--- src/rtl/apb_cmd_master.sv ---
// APB3 initiator: one valid/ready command in, one SETUP+ACCESS transfer to FC/CONV/POOL, one response out.
// Optional ACCESS-phase timeout abort enabled by defining APB_MASTER_TIMEOUT_EN.
module apb_cmd_master #(
   parameter int ADDR_W         = 32,
   parameter int DATA_W         = 32,
   parameter int TIMEOUT_CYCLES = 1024
) (
   input  logic                CLK,
   input  logic                RESET,
   input  logic                CMD_VALID,
   output logic                CMD_READY,
   input  logic                CMD_WRITE,
   input  logic [1:0]          CMD_SEL,
   input  logic [ADDR_W-1:0]   CMD_ADDR,
   input  logic [DATA_W-1:0]   CMD_WDATA,
   output logic                RSP_VALID,
   input  logic                RSP_READY,
   output logic [DATA_W-1:0]   RSP_RDATA,
   output logic                RSP_ERR,
   output logic                RSP_TIMEOUT,
   output logic [ADDR_W-1:0]   PADDR,
   output logic                PWRITE,
   output logic [DATA_W-1:0]   PWDATA,
   output logic                PENABLE,
   output logic [2:0]          PSEL,
   input  logic [2:0]          PREADY,
   input  logic [3*DATA_W-1:0] PRDATA,
   input  logic [2:0]          PSLVERR,
   output logic                BUSY
);

   localparam logic [1:0] S_IDLE   = 2'd0;
   localparam logic [1:0] S_SETUP  = 2'd1;
   localparam logic [1:0] S_ACCESS = 2'd2;
   localparam logic [1:0] S_RESP   = 2'd3;

   logic [1:0]        state;
   logic [1:0]        sel_q;
   logic              pready_sel;
   logic              pslverr_sel;
   logic [DATA_W-1:0] prdata_sel;
   logic              timeout_hit;
   logic              access_done;

   // Only the addressed slave's return signals are ever looked at.
   always_comb begin
      pready_sel  = 1'b0;
      pslverr_sel = 1'b0;
      prdata_sel  = '0;
      case (sel_q)
         2'd0: begin
            pready_sel  = PREADY[0];
            pslverr_sel = PSLVERR[0];
            prdata_sel  = PRDATA[0*DATA_W +: DATA_W];
         end
         2'd1: begin
            pready_sel  = PREADY[1];
            pslverr_sel = PSLVERR[1];
            prdata_sel  = PRDATA[1*DATA_W +: DATA_W];
         end
         2'd2: begin
            pready_sel  = PREADY[2];
            pslverr_sel = PSLVERR[2];
            prdata_sel  = PRDATA[2*DATA_W +: DATA_W];
         end
         default: ;
      endcase
   end

   assign access_done = (state == S_ACCESS) && (pready_sel || timeout_hit);
   assign CMD_READY   = (state == S_IDLE);
   assign BUSY        = (state != S_IDLE);

`ifdef APB_MASTER_TIMEOUT_EN
   logic [15:0] wait_cnt;
   logic        rsp_timeout_q;

   assign timeout_hit = (state == S_ACCESS) && !pready_sel &&
                        (wait_cnt == 16'(TIMEOUT_CYCLES - 1));
   assign RSP_TIMEOUT = rsp_timeout_q;

   always_ff @(posedge CLK) begin
      if (RESET) begin
         wait_cnt      <= '0;
         rsp_timeout_q <= 1'b0;
      end else begin
         if (state == S_SETUP)
            wait_cnt <= '0;
         else if (state == S_ACCESS && !pready_sel)
            wait_cnt <= wait_cnt + 16'd1;
         if (state == S_IDLE && CMD_VALID)
            rsp_timeout_q <= 1'b0;
         else if (access_done)
            rsp_timeout_q <= timeout_hit;
      end
   end
`else
   logic unused_timeout_cfg;
   assign unused_timeout_cfg = (TIMEOUT_CYCLES > 0);
   assign timeout_hit        = 1'b0;
   assign RSP_TIMEOUT        = 1'b0;
`endif

   always_ff @(posedge CLK) begin
      if (RESET) begin
         state     <= S_IDLE;
         sel_q     <= 2'd0;
         PADDR     <= '0;
         PWRITE    <= 1'b0;
         PWDATA    <= '0;
         PSEL      <= 3'b000;
         PENABLE   <= 1'b0;
         RSP_VALID <= 1'b0;
         RSP_RDATA <= '0;
         RSP_ERR   <= 1'b0;
      end else begin
         case (state)
            S_IDLE: begin
               if (CMD_VALID) begin
                  sel_q  <= CMD_SEL;
                  PADDR  <= CMD_ADDR;
                  PWRITE <= CMD_WRITE;
                  PWDATA <= CMD_WDATA;
                  if (CMD_SEL == 2'd3) begin
                     state     <= S_RESP;
                     RSP_VALID <= 1'b1;
                     RSP_ERR   <= 1'b1;
                     RSP_RDATA <= '0;
                  end else begin
                     state <= S_SETUP;
                     PSEL  <= 3'b001 << CMD_SEL;
                  end
               end
            end
            S_SETUP: begin
               state   <= S_ACCESS;
               PENABLE <= 1'b1;
            end
            S_ACCESS: begin
               if (access_done) begin
                  state     <= S_RESP;
                  PSEL      <= 3'b000;
                  PENABLE   <= 1'b0;
                  RSP_VALID <= 1'b1;
                  RSP_ERR   <= pslverr_sel | timeout_hit;
                  // Read data is only meaningful for a clean, completed read.
                  RSP_RDATA <= (PWRITE || pslverr_sel || timeout_hit) ? '0 : prdata_sel;
               end
            end
            default: begin
               if (RSP_READY) begin
                  state     <= S_IDLE;
                  RSP_VALID <= 1'b0;
               end
            end
         endcase
      end
   end

endmodule

--- config.mk ---
export PLATFORM = sky130hd
export DESIGN_NAME = apb_cmd_master
export DESIGN_NICKNAME = d
export VERILOG_FILES = /design/src/rtl/apb_cmd_master.sv
export SDC_FILE = /design/constraint.sdc
export NUM_CORES = 1
export LEC_CHECK = 0
export ABC_AREA = 1
export BUFFER_PORTS_ARGS = -buffer_cell sky130_fd_sc_hd__buf_2
export CAP_MARGIN = 20
export CORE_AREA = 4 4 85 146
export CTS_BUF_LIST = sky130_fd_sc_hd__clkbuf_4
export DETAILED_ROUTE_END_ITERATION = 10
export DIE_AREA = 0 0 89 150
export PLACE_DENSITY_LB_ADDON = 0.1
export RECOVER_POWER = 25
export SLEW_MARGIN = 10
export SYNTH_ARGS = -nofsm -noshare
export SYNTH_HDL_FRONTEND = slang
export SYNTH_SLANG_ARGS = --single-unit
--- constraint.sdc ---
create_clock -name CLK -period 1.8 [get_ports CLK]
set_input_delay 0.18 -clock CLK [delete_from_list [all_inputs] [get_ports CLK]]
set_output_delay 0.18 -clock CLK [all_outputs]
set_load 0.03 [all_outputs]
==> out/metrics.yaml <==
ios: 279
die_w_um: 89
status: "complete, no violations"
grt_max_degree: 66
startpoint: "state[0]$_SDFFE_PP0P_"
cp.required_ns: 1.62
ys_warn_count: 0
fin_skew_ns: 0.0169
maxCapViolations: 0
worst_path_max_delay_cell: "dfxtp_1"
rsz0062_at_grt: "false"
overflow: 0
ctsResizeCount: 0
layout_min_cycle_time_ns: 1.67
setup_tns_ns: 0
startpoint_type: "flip-flop"
r2r-start: "state[0]$_SDFFE_PP0P_"
period_share_pct: 93.0
cp_num_buf_inv: 3
area_growth_pct: 44.2
cts_buffer_depth: 2
cp.depth: 4
synth_cells: 773
cts_buffers: 9
cts.sinks: 107
cts-root-buf: "clkbuf_4"
r2r_slack_ns: 0.15
fmax_ghz: 0.597
synth_nets: 950
seq_area_um2: 2140
min_path_type: "in2reg"
grt_pass1_vias: 5679
cts_setup_buffers: 0
htreeDepth: 3
hold_viol: 0
totalPowerFinal_mw: 11.4
vias_per_cell: 4.86
multi_input_area_um2: 2460
worst_setup_path_end_kind: "primary output"
antenna_found_initial: 1
setup_viol: 0
port_buffers: 277
clk_pin_slew_ns: 0.16
crit_path_max_fanout: 5
grt_pass1_wl_um: 26500
syn_area_um2: 5080
clk_latency_ns: 0.45
final_common_cell: "buf_2"
die_area_um2: 13400
wl_per_cell_um: 14.0
syn_area_per_cell_um2: 6.57
wl_um: 17300
p_leak_nw: 3.73
crit_end: "CMD_READY"
drv_slew: 0
path_delay_family: "buffers and inverters"
seq_area_frac_synth_pct: 42.2
num-fill-cells: 1070
ant_nets: 0
crit_path_max_incr_delay_ns: 0.40
layout_common_cells: "buf_2, nor2_1, nand2_1"
reg2reg_depth: 8
first_pass_iters: 4
crit_arrival_ns: 1.49
cts_tree: "yes"
initial_utilization_pct: 45.5
core-area_um2: 11200
place_congestion: 0.781
drt_iter0_drc: 207
dp.final_hpwl_um: 12100
vias: 6002
r2r-end: "PADDR[22]$_SDFFE_PP0P_"
critical_path_class: "reg2out"
drive_above_1_share_pct: 25.1
layout.nets: 1273
synth-seq-cells: 107
die_h_um: 150
rows: 51
cp_cell_sequence: "inv_1 -> ha_2 -> buf_4 -> buf_2"
synth.distinct_cells: 26
power.density_nw_per_um2: 1560
drcViolationCount: 0
grt_usage_pct: 25.2
vdd_drop_max_uv: 902
[worst min-delay path by stage]
stage / start / to / slack, ns / cells after the start
detailed placement: RESET / PSEL[2]$_SDFFE_PP0P_ / 0.43 / 2
finish: PRDATA[25] / RSP_RDATA[25]$_SDFFE_PP0P_ / 0.07 / 5
floorplan: RESET / PSEL[0]$_SDFFE_PP0P_ / 0.25 / 1
global placement: CMD_ADDR[10] / PADDR[10]$_SDFFE_PP0P_ / 0.42 / 3
global route: PRDATA[22] / RSP_RDATA[22]$_SDFFE_PP0P_ / 0.04 / 5
CTS: PRDATA[25] / RSP_RDATA[25]$_SDFFE_PP0P_ / 0.03 / 5
[stage by stage]
step                      instances  setup slack [ns]  instance area [um2]  utilization [%]  hold WS [ns]
after floorplan                 773           0.00556                 5080                -         0.249
after CTS                      1232            0.0960                 7390             66.1        0.0342
final                          1234             0.126                 7320             65.6        0.0741
after global placement         1151             0.198                 6590             59.0         0.422
after global routing           1233            0.0156                 7320             65.6        0.0412
after detailed placement       1151             0.191                 6590             59.0         0.425
[where the power goes]
group,switching [mW],internal (mW),total (mW)
sequential,0.423,3.16,3.59
combinational,4.52,2.09,6.61
clock,0.810,0.423,1.23
[cells by family after synthesis]
| group | share of synthesized area (%) |
|---|---|
| and+or+nand+nor | 37.0 |
| buffers and inverters | 9.41 |
| DFF | 42.2 |
| AOI/OAI and AO/OA | 10.3 |
| adders and majority gates | 0.986 |
| other | 0.0738 |
[metal layers]
layer | part of all wire, % | up-vias | global-route usage (%)
li1 | - | 3069 | -
met1 | 36 | 2637 | 27.4
met4 | 3.6 | 0 | 10.9
met3 | 9.9 | 45 | 8.04
met2 | 50 | 251 | 43.7
met5 | 0 | - | 0
[registers in the layout (all words and copies together) (netlist names)]
register,count
PADDR,32
sel_q,2
RSP_VALID,1
PWDATA,32
RSP_ERR,1
state,2
PENABLE,1
RSP_RDATA,32
PSEL,3
PWRITE,1
[tightest hold or removal path: stages]
cell     delay (ns)
buf_2          0.08
a21oi_1        0.05
nor2_1         0.09
nor2_1         0.04
nor2_1         0.07
[layout make-up]
class / instances / share of cell area, %
clock buffer: 9 / 0.922
clock inverter: 6 / 0.905
sequential: 107 / 29.2
multi-input combinational: 557 / 33.6
inverter: 57 / 2.92
tap: 132 / 2.25
timing repair buffer: 364 / 30.0
antenna: 2 / 0.0683
[repair_timing]
| action | 4_1_cts | 5_1_grt |
|---|---|---|
| setup endpoints to repair | 0 | 0 |
| endpoints found under the hold margin | 69 | 0 |
| hold buffers | 66 | 0 |
[Yosys cell counts]
master,n,share of area (%)
a21oi_1,34,3.4
nor2_8,1,0.39
nand3_2,3,0.59
nand4_2,1,0.25
nand2_1,124,9.2
a21o_1,1,0.15
o21ai_1,3,0.30
inv_1,55,4.1
dfxtp_1,107,42
nand2_4,1,0.22
buf_4,3,0.44
nor2_1,223,16
a211oi_1,1,0.15
nand3_1,87,8.6
inv_2,2,0.15
nand3_4,1,0.34
nor2_4,2,0.44
clkbuf_1,27,2.0
nor2_2,2,0.25
nor3_1,3,0.30
buf_1,1,0.074
ha_1,4,0.99
buf_2,16,1.6
buf_6,5,1.1
conb_1,1,0.074
o21ai_0,65,6.4
(Power assumes the default switching activity.)
